[src/rtl/traffic_ctrl.sv]
// traffic_ctrl: NS/EW intersection phase sequencer driving an external phase timer.
// Optional pedestrian walk phase after EW_YEL is enabled by defining PED_WALK_EN.
module traffic_ctrl #(
   parameter int GREEN_LEN  = 20,
   parameter int YELLOW_LEN = 4,
   parameter int RED_LEN    = 2,
   parameter int WALK_LEN   = 10
) (
   input  logic       clk,
   input  logic       reset_n,
   input  logic       ped_btn,
   input  logic       t_done,
   input  logic       t_flicker,
   output logic       t_start,
   output logic [4:0] t_length,
   output logic [2:0] ns_light,
   output logic [2:0] ew_light,
   output logic       walk,
   output logic       walk_flicker,
   output logic [2:0] state_o
);
   localparam logic [2:0] RED_A    = 3'd0;
   localparam logic [2:0] NS_GRN   = 3'd1;
   localparam logic [2:0] NS_YEL   = 3'd2;
   localparam logic [2:0] RED_B    = 3'd3;
   localparam logic [2:0] EW_GRN   = 3'd4;
   localparam logic [2:0] EW_YEL   = 3'd5;
   localparam logic [2:0] PED_WALK = 3'd6;

   if (GREEN_LEN < 1 || GREEN_LEN > 31) begin : g_bad_green
      $error("traffic_ctrl: GREEN_LEN out of range 1..31");
   end
   if (YELLOW_LEN < 1 || YELLOW_LEN > 31) begin : g_bad_yellow
      $error("traffic_ctrl: YELLOW_LEN out of range 1..31");
   end
   if (RED_LEN < 1 || RED_LEN > 31) begin : g_bad_red
      $error("traffic_ctrl: RED_LEN out of range 1..31");
   end
`ifdef PED_WALK_EN
   if (WALK_LEN < 6 || WALK_LEN > 31) begin : g_bad_walk
      $error("traffic_ctrl: WALK_LEN out of range 6..31");
   end
`endif

   logic [2:0] state, next_state;
   logic       adv, ped_go;

   // the timer still shows the previous phase's done during a start cycle
   assign adv = t_done & ~t_start;

   always_comb
      next_state = !adv            ? state  :
                   state == RED_A  ? NS_GRN :
                   state == NS_GRN ? NS_YEL :
                   state == NS_YEL ? RED_B  :
                   state == RED_B  ? EW_GRN :
                   state == EW_GRN ? EW_YEL :
                   state == EW_YEL ? (ped_go ? PED_WALK : RED_A) :
                   RED_A;

   always_ff @(posedge clk or negedge reset_n)
      if (!reset_n) begin
         state   <= RED_A;
         t_start <= 1'b1;
      end else begin
         state   <= next_state;
         t_start <= next_state != state;
      end

   assign t_length = (state == NS_GRN || state == EW_GRN) ? 5'(GREEN_LEN)  :
                     (state == NS_YEL || state == EW_YEL) ? 5'(YELLOW_LEN) :
                     state == PED_WALK                    ? 5'(WALK_LEN)   :
                     5'(RED_LEN);

   assign ns_light = state == NS_GRN ? 3'b001 : state == NS_YEL ? 3'b010 : 3'b100;
   assign ew_light = state == EW_GRN ? 3'b001 : state == EW_YEL ? 3'b010 : 3'b100;
   assign state_o  = state;

`ifdef PED_WALK_EN
   logic ped_req;
   always_ff @(posedge clk or negedge reset_n)
      if (!reset_n) ped_req <= 1'b0;
      else ped_req <= (state != PED_WALK && next_state == PED_WALK) ? 1'b0 :
                      (state != PED_WALK && ped_btn) ? 1'b1 : ped_req;
   assign ped_go       = ped_req | ped_btn;
   assign walk         = state == PED_WALK;
   assign walk_flicker = walk & t_flicker & ~t_start;
`else
   logic unused_in;
   assign unused_in    = ^{ped_btn, t_flicker};
   assign ped_go       = 1'b0;
   assign walk         = 1'b0;
   assign walk_flicker = 1'b0;
`endif

   a_no_conflict: assert property (@(posedge clk) disable iff (!reset_n)
      !(ns_light != 3'b100 && ew_light != 3'b100));
endmodule

[config.mk]
export PLATFORM = sky130hd
export DESIGN_NAME = traffic_ctrl
export DESIGN_NICKNAME = d
export VERILOG_FILES = /design/src/rtl/traffic_ctrl.sv
export SDC_FILE = /design/constraint.sdc
export NUM_CORES = 1
export LEC_CHECK = 0
export CAP_MARGIN = 25
export CORE_AREA = 5 5 42 44
export DETAILED_ROUTE_END_ITERATION = 7
export DIE_AREA = 0 0 47 49
export SYNTH_ARGS = -nofsm -noshare
export SYNTH_HDL_FRONTEND = slang
export SYNTH_SLANG_ARGS = --single-unit
[constraint.sdc]
create_clock -name clk -period 2.56 [get_ports clk]
set_input_delay 0.384 -clock clk [delete_from_list [all_inputs] [get_ports clk]]
set_output_delay 0.384 -clock clk [all_outputs]
set_load 0.01 [all_outputs]
# After elaboration in Yosys (flattened, before gate mapping)
# Index checks and enable logic that the tools add are counted.
# classes
eq_ne	7
mux	13
bitwise	2
reduce_logical	3
# op_table
op	count
two-way mux 3 bit	10
equality test 3 bit, second input constant	3
two-way mux 4 bit	2
equality test 3 x 2 -> 1 bit, second input constant	2
two-way mux 5 bit	1
equality test 3 x 1 -> 1 bit, second input constant	1
logical NOT 3 bit	1
inequality test 3 bit	1
logical OR 1 bit	2
bitwise AND 1 bit	1
NOT 1 bit	1
# totals
regBits	4
in_bits	5
out_inout_bits	17
elab_cells	27

# Logic depth before layout (Yosys ltp)
# logic_depth
depth_word	8
mapped_depth	4
depth_no_buf	4

# Least setup slack after synthesis
# Ideal clock, no wire load.
# synth_timing
path_kind	register to output
startpoint	reg state[0], in the netlist state_o[0]
endpoint	out t_length[1]
t_arrival_ns	1.013
t_required_ns	2.176
slack_ns	1.163
stages_incl_launch_ff	5
n_path_buf	1
path_cell_list	dfrtp_1 buf_4 nor2_2 xnor2_1 inv_1
# synth_between
elab_chain_len	4
elab_cells_between_ends	8
classes_between	eq/ne: 4; mux: 2; reduce/logical: 2
# synth_lines
item	line	rtl
from (decl)	45	logic [2:0] state, next_state;
from (signal assigned)	66	state <= next_state;
equality test 3 x 2 -> 1 bit / equality test 3 bit (equally long branches)	71	(state == NS_YEL || state == EW_YEL) ? 5'(YELLOW_LEN) :
logical OR 1 bit	71	
two-way mux 4 bit	71	
two-way mux 5 bit *	70	assign t_length = (state == NS_GRN || state == EW_GRN) ? 5'(GREEN_LEN) :
to (decl)	15	output logic [4:0] t_length,
# Every way passes the cells marked *; elsewhere a longest branch is shown, timed or not.

# Worst setup path after layout
# layout_timing
startpoint	reg state[0], in the netlist state_o[0]
endpoint	out ns_light[2]
# layout_between
elab_chain_len	3
elab_cells_between_ends	4
classes_between	eq/ne: 2; mux: 2
# layout_lines
item	line	rtl
equality test 3 x 2 -> 1 bit	75	assign ns_light = state == NS_GRN ? 3'b001 : state == NS_YEL ? 3'b010 : 3'b100;
two-way mux 3 bit	75	
two-way mux 3 bit *	75	
to (decl)	16	output logic [2:0] ns_light,
# Marks and branches as above.

==> results.json <==
{
  "fin_util_pct": 33.57,
  "synth_cells": 35,
  "p_int_mw": 0.3747,
  "power_leakage_nw": 0.2051,
  "power.total_mw": 0.6021,
  "synth_top_area_cell": "dfrtp_1",
  "critPathTopFamily": "flip-flops",
  "routed_wl_um": 626,
  "ant_nets": 0,
  "syn_area_per_cell_um2": 8.723,
  "ys.warnings.count": 0,
  "clkLatencyLatePin_ns": 0.24,
  "synth_top_family_by_area": "simple AND/OR/NAND/NOR gates",
  "place_ws_ns": 0.7633,
  "yosys_register_bits": 4,
  "synth-simple-area-share_pct": 23.77,
  "synth-edff-count": 0,
  "ios": 22,
  "synth_cell_types": 16,
  "core.rowCount": 14,
  "p_sw_mw": 0.2274,
  "drt-pass1-iter-count": 4,
  "dp_hpwl_um": 483.2,
  "netlist_area_um2": 305.3,
  "wl_met3_um": 59,
  "gp_congestion": 0.6473,
  "grt_pass1_wl_um": 1083,
  "max-vdd-ir-drop_mv": 0.2769,
  "synth-seq-area-share_pct": 33.20,
  "min_path_type": "in -> async",
  "yosysTopAreaCellShare_pct": 24.59,
  "slowest_delay_ns": 0.56,
  "post-route-period-util_pct": 79.15,
  "cts_tree": "done",
  "htree_levels": 1,
  "postCtsHoldBufs": 0,
  "grt_max_degree": 13,
  "period_minus_slack_ns": 2.026,
  "post-cts-setup-buffers": 0,
  "cts_sinks": 4,
  "viasPerCell": 4.000,
  "crit_path_max_fanout": 10,
  "vias": 268,
  "grt_use_total_pct": 6.714,
  "clock_skew_ns": 0.005287,
  "wire_per_inst_um": 9.343,
  "grt_pass1_vias": 249,
  "synthTopCellsByCount": "7 x nor2_1, 5 x buf_4, 3 x dfrtp_1, 3 x inv_1",
  "grt-ovfl-total": 0,
  "synthArstFlopShare_pct": 100.0,
  "initial_core_util_pct": 21.79,
  "cap_viol_max_count": 0,
  "pwr-share-comb_pct": 62.2,
  "insertedDiodeCount": 0,
  "cp_slowest_cell": "dfrtp_1",
  "slew_viol_final": 0,
  "synth.most_common_cell": "nor2_1",
  "die_h_um": 49,
  "cts.path.max_buffers": 2,
  "wl_met2_um": 356,
  "cts_root_buf": "clkbuf_4",
  "cts_inserted_buffers": 3,
  "rsz0062_at_grt": "false",
  "worst_slack_ns": 0.5337,
  "synth_compound_area_share_pct": 16.39,
  "die_width_um": 47,
  "seqPwrFrac_pct": 23.5,
  "power_density_nw_per_um2": 1280,
  "yosys.area_share.adder_pct": 0,
  "met1Wirelength_um": 210,
  "critPathBufInv": 1,
  "layout-drive-gt1-share_pct": 13.73,
  "io_buffer_count": 16,
  "placed_area_um2": 444.2,
  "dieArea_um2": 2303,
  "area_delta_synth_final_pct": 54.10,
  "synthFlopType": "dfrtp_1",
  "crit_type": "reg -> out",
  "setup_viol": 0,
  "worstSetupStartpointType": "flip-flop",
  "status": "finished clean",
  "drc": 0,
  "clkPwrFrac_pct": 14.3,
  "final_hold_viol_count": 0,
  "core-area_um2": 1401,
  "worstPathArrival_ns": 1.64,
  "fin_tns_setup_ns": 0,
  "drt_iter0_drc": 2,
  "clkTransAtPathRegs_ns": 0.04,
  "synthMuxAreaShare_pct": 0,
  "sw_frac_of_total_pct": 37.77,
  "num-nets-final": 57,
  "final_cell_area_um2": 470.5,
  "antenna_found_initial": 0,
  "cp-end-kind": "output port",
  "fmax_ghz": 0.4935,
  "synth_area_leaders": "dfrtp_1 25%, buf_4 12%, nand2b_4 9.0%, dfstp_2 8.6%, nor2_1 8.6%",
  "cp_cell_sequence": "nand2b_1, a21o_1, clkdlybuf4s50_1",
  "cts-resized-gates": 0,
  "required_ns": 2.18,
  "synthXorXnorAreaFrac_pct": 5.738,
  "top_layer": "met3"
}
[logic make-up (layout without fill, tap and decap cells)]
| family | Yosys count | in the layout |
|---|---|---|
| flip-flops | 4 | 4 |
| XOR/XNOR | 2 | 2 |
| other | 1 | 3 |
| buffers and inverters | 9 | 23 |
| AND/OR/NAND/NOR | 12 | 12 |
| AO/OA/AOI/OAI | 7 | 7 |
[stage by stage]
stage	hold WS, ns	cells
2_1_floorplan	0.08841	37
3_3_place_gp	0.5941	63
3_5_place_dp	0.5970	63
4_1_cts	0.3397	67
5_1_grt	0.3587	67
6_report	0.3438	67
[flip-flops by register name (all words and copies together), names as in the netlist]
name	cells
state_o	3
t_start	1
[path summary, 6_finish.rpt]
path | from | end | cells after the start | slack, ns
worst max-delay path | state_o[0]$_DFF_PN0_ | ns_light[2] | 3 | 0.53
worst min-delay path | reset_n | state_o[2]$_DFF_PN0_ | 1 | 0.34
worst max register to register | t_start$_DFF_PN1_ | state_o[2]$_DFF_PN0_ | 3 | 1.48
worst min register to register | t_start$_DFF_PN1_ | t_start$_DFF_PN1_ | 2 | 0.61
max in group asynchronous | reset_n | t_start$_DFF_PN1_ | 1 | 1.98
min in group clk | t_start$_DFF_PN1_ | t_start$_DFF_PN1_ | 2 | 0.61
[routing by layer]
layer | global-route usage [%] | vias up
met1 | 6.889 | 124
met2 | 9.729 | 8
met3 | 2.214 | 0
li1 | - | 136
met4 | 6.912 | 0
met5 | 0 | -
[power groups by stage]
stage,combinational [mW],clock [mW],sequential [mW]
3_3_place_gp,0.378,0,0.142
4_1_cts,0.381,0.0892,0.142
2_1_floorplan,0.232,0,0.108
5_1_grt,0.405,0.0940,0.153
3_5_place_dp,0.380,0,0.143
6_report,0.375,0.0861,0.141
[placed cells by master, fill, tap and decap left out]
cell type / instances
o31ai_1: 1
clkbuf_1: 1
clkbuf_4: 3
xnor2_1: 2
dfrtp_1: 3
nand2b_1: 2
nor2_2: 1
inv_1: 3
conb_1: 3
nand2b_4: 2
a21o_1: 2
nor2_1: 7
a211oi_1: 1
a32o_1: 1
clkdlybuf4s50_1: 16
dfstp_2: 1
o21ai_0: 2
[final cells by class]
cell class	instances	area [um2]
multi-input combinational	24	151.4
inverter	3	11.26
fill	164	930.9
tap	16	20.02
sequential	4	101.3
timing repair buffer	16	160.2
clock buffer	4	26.28
Power figures use the tool's default switching activity.
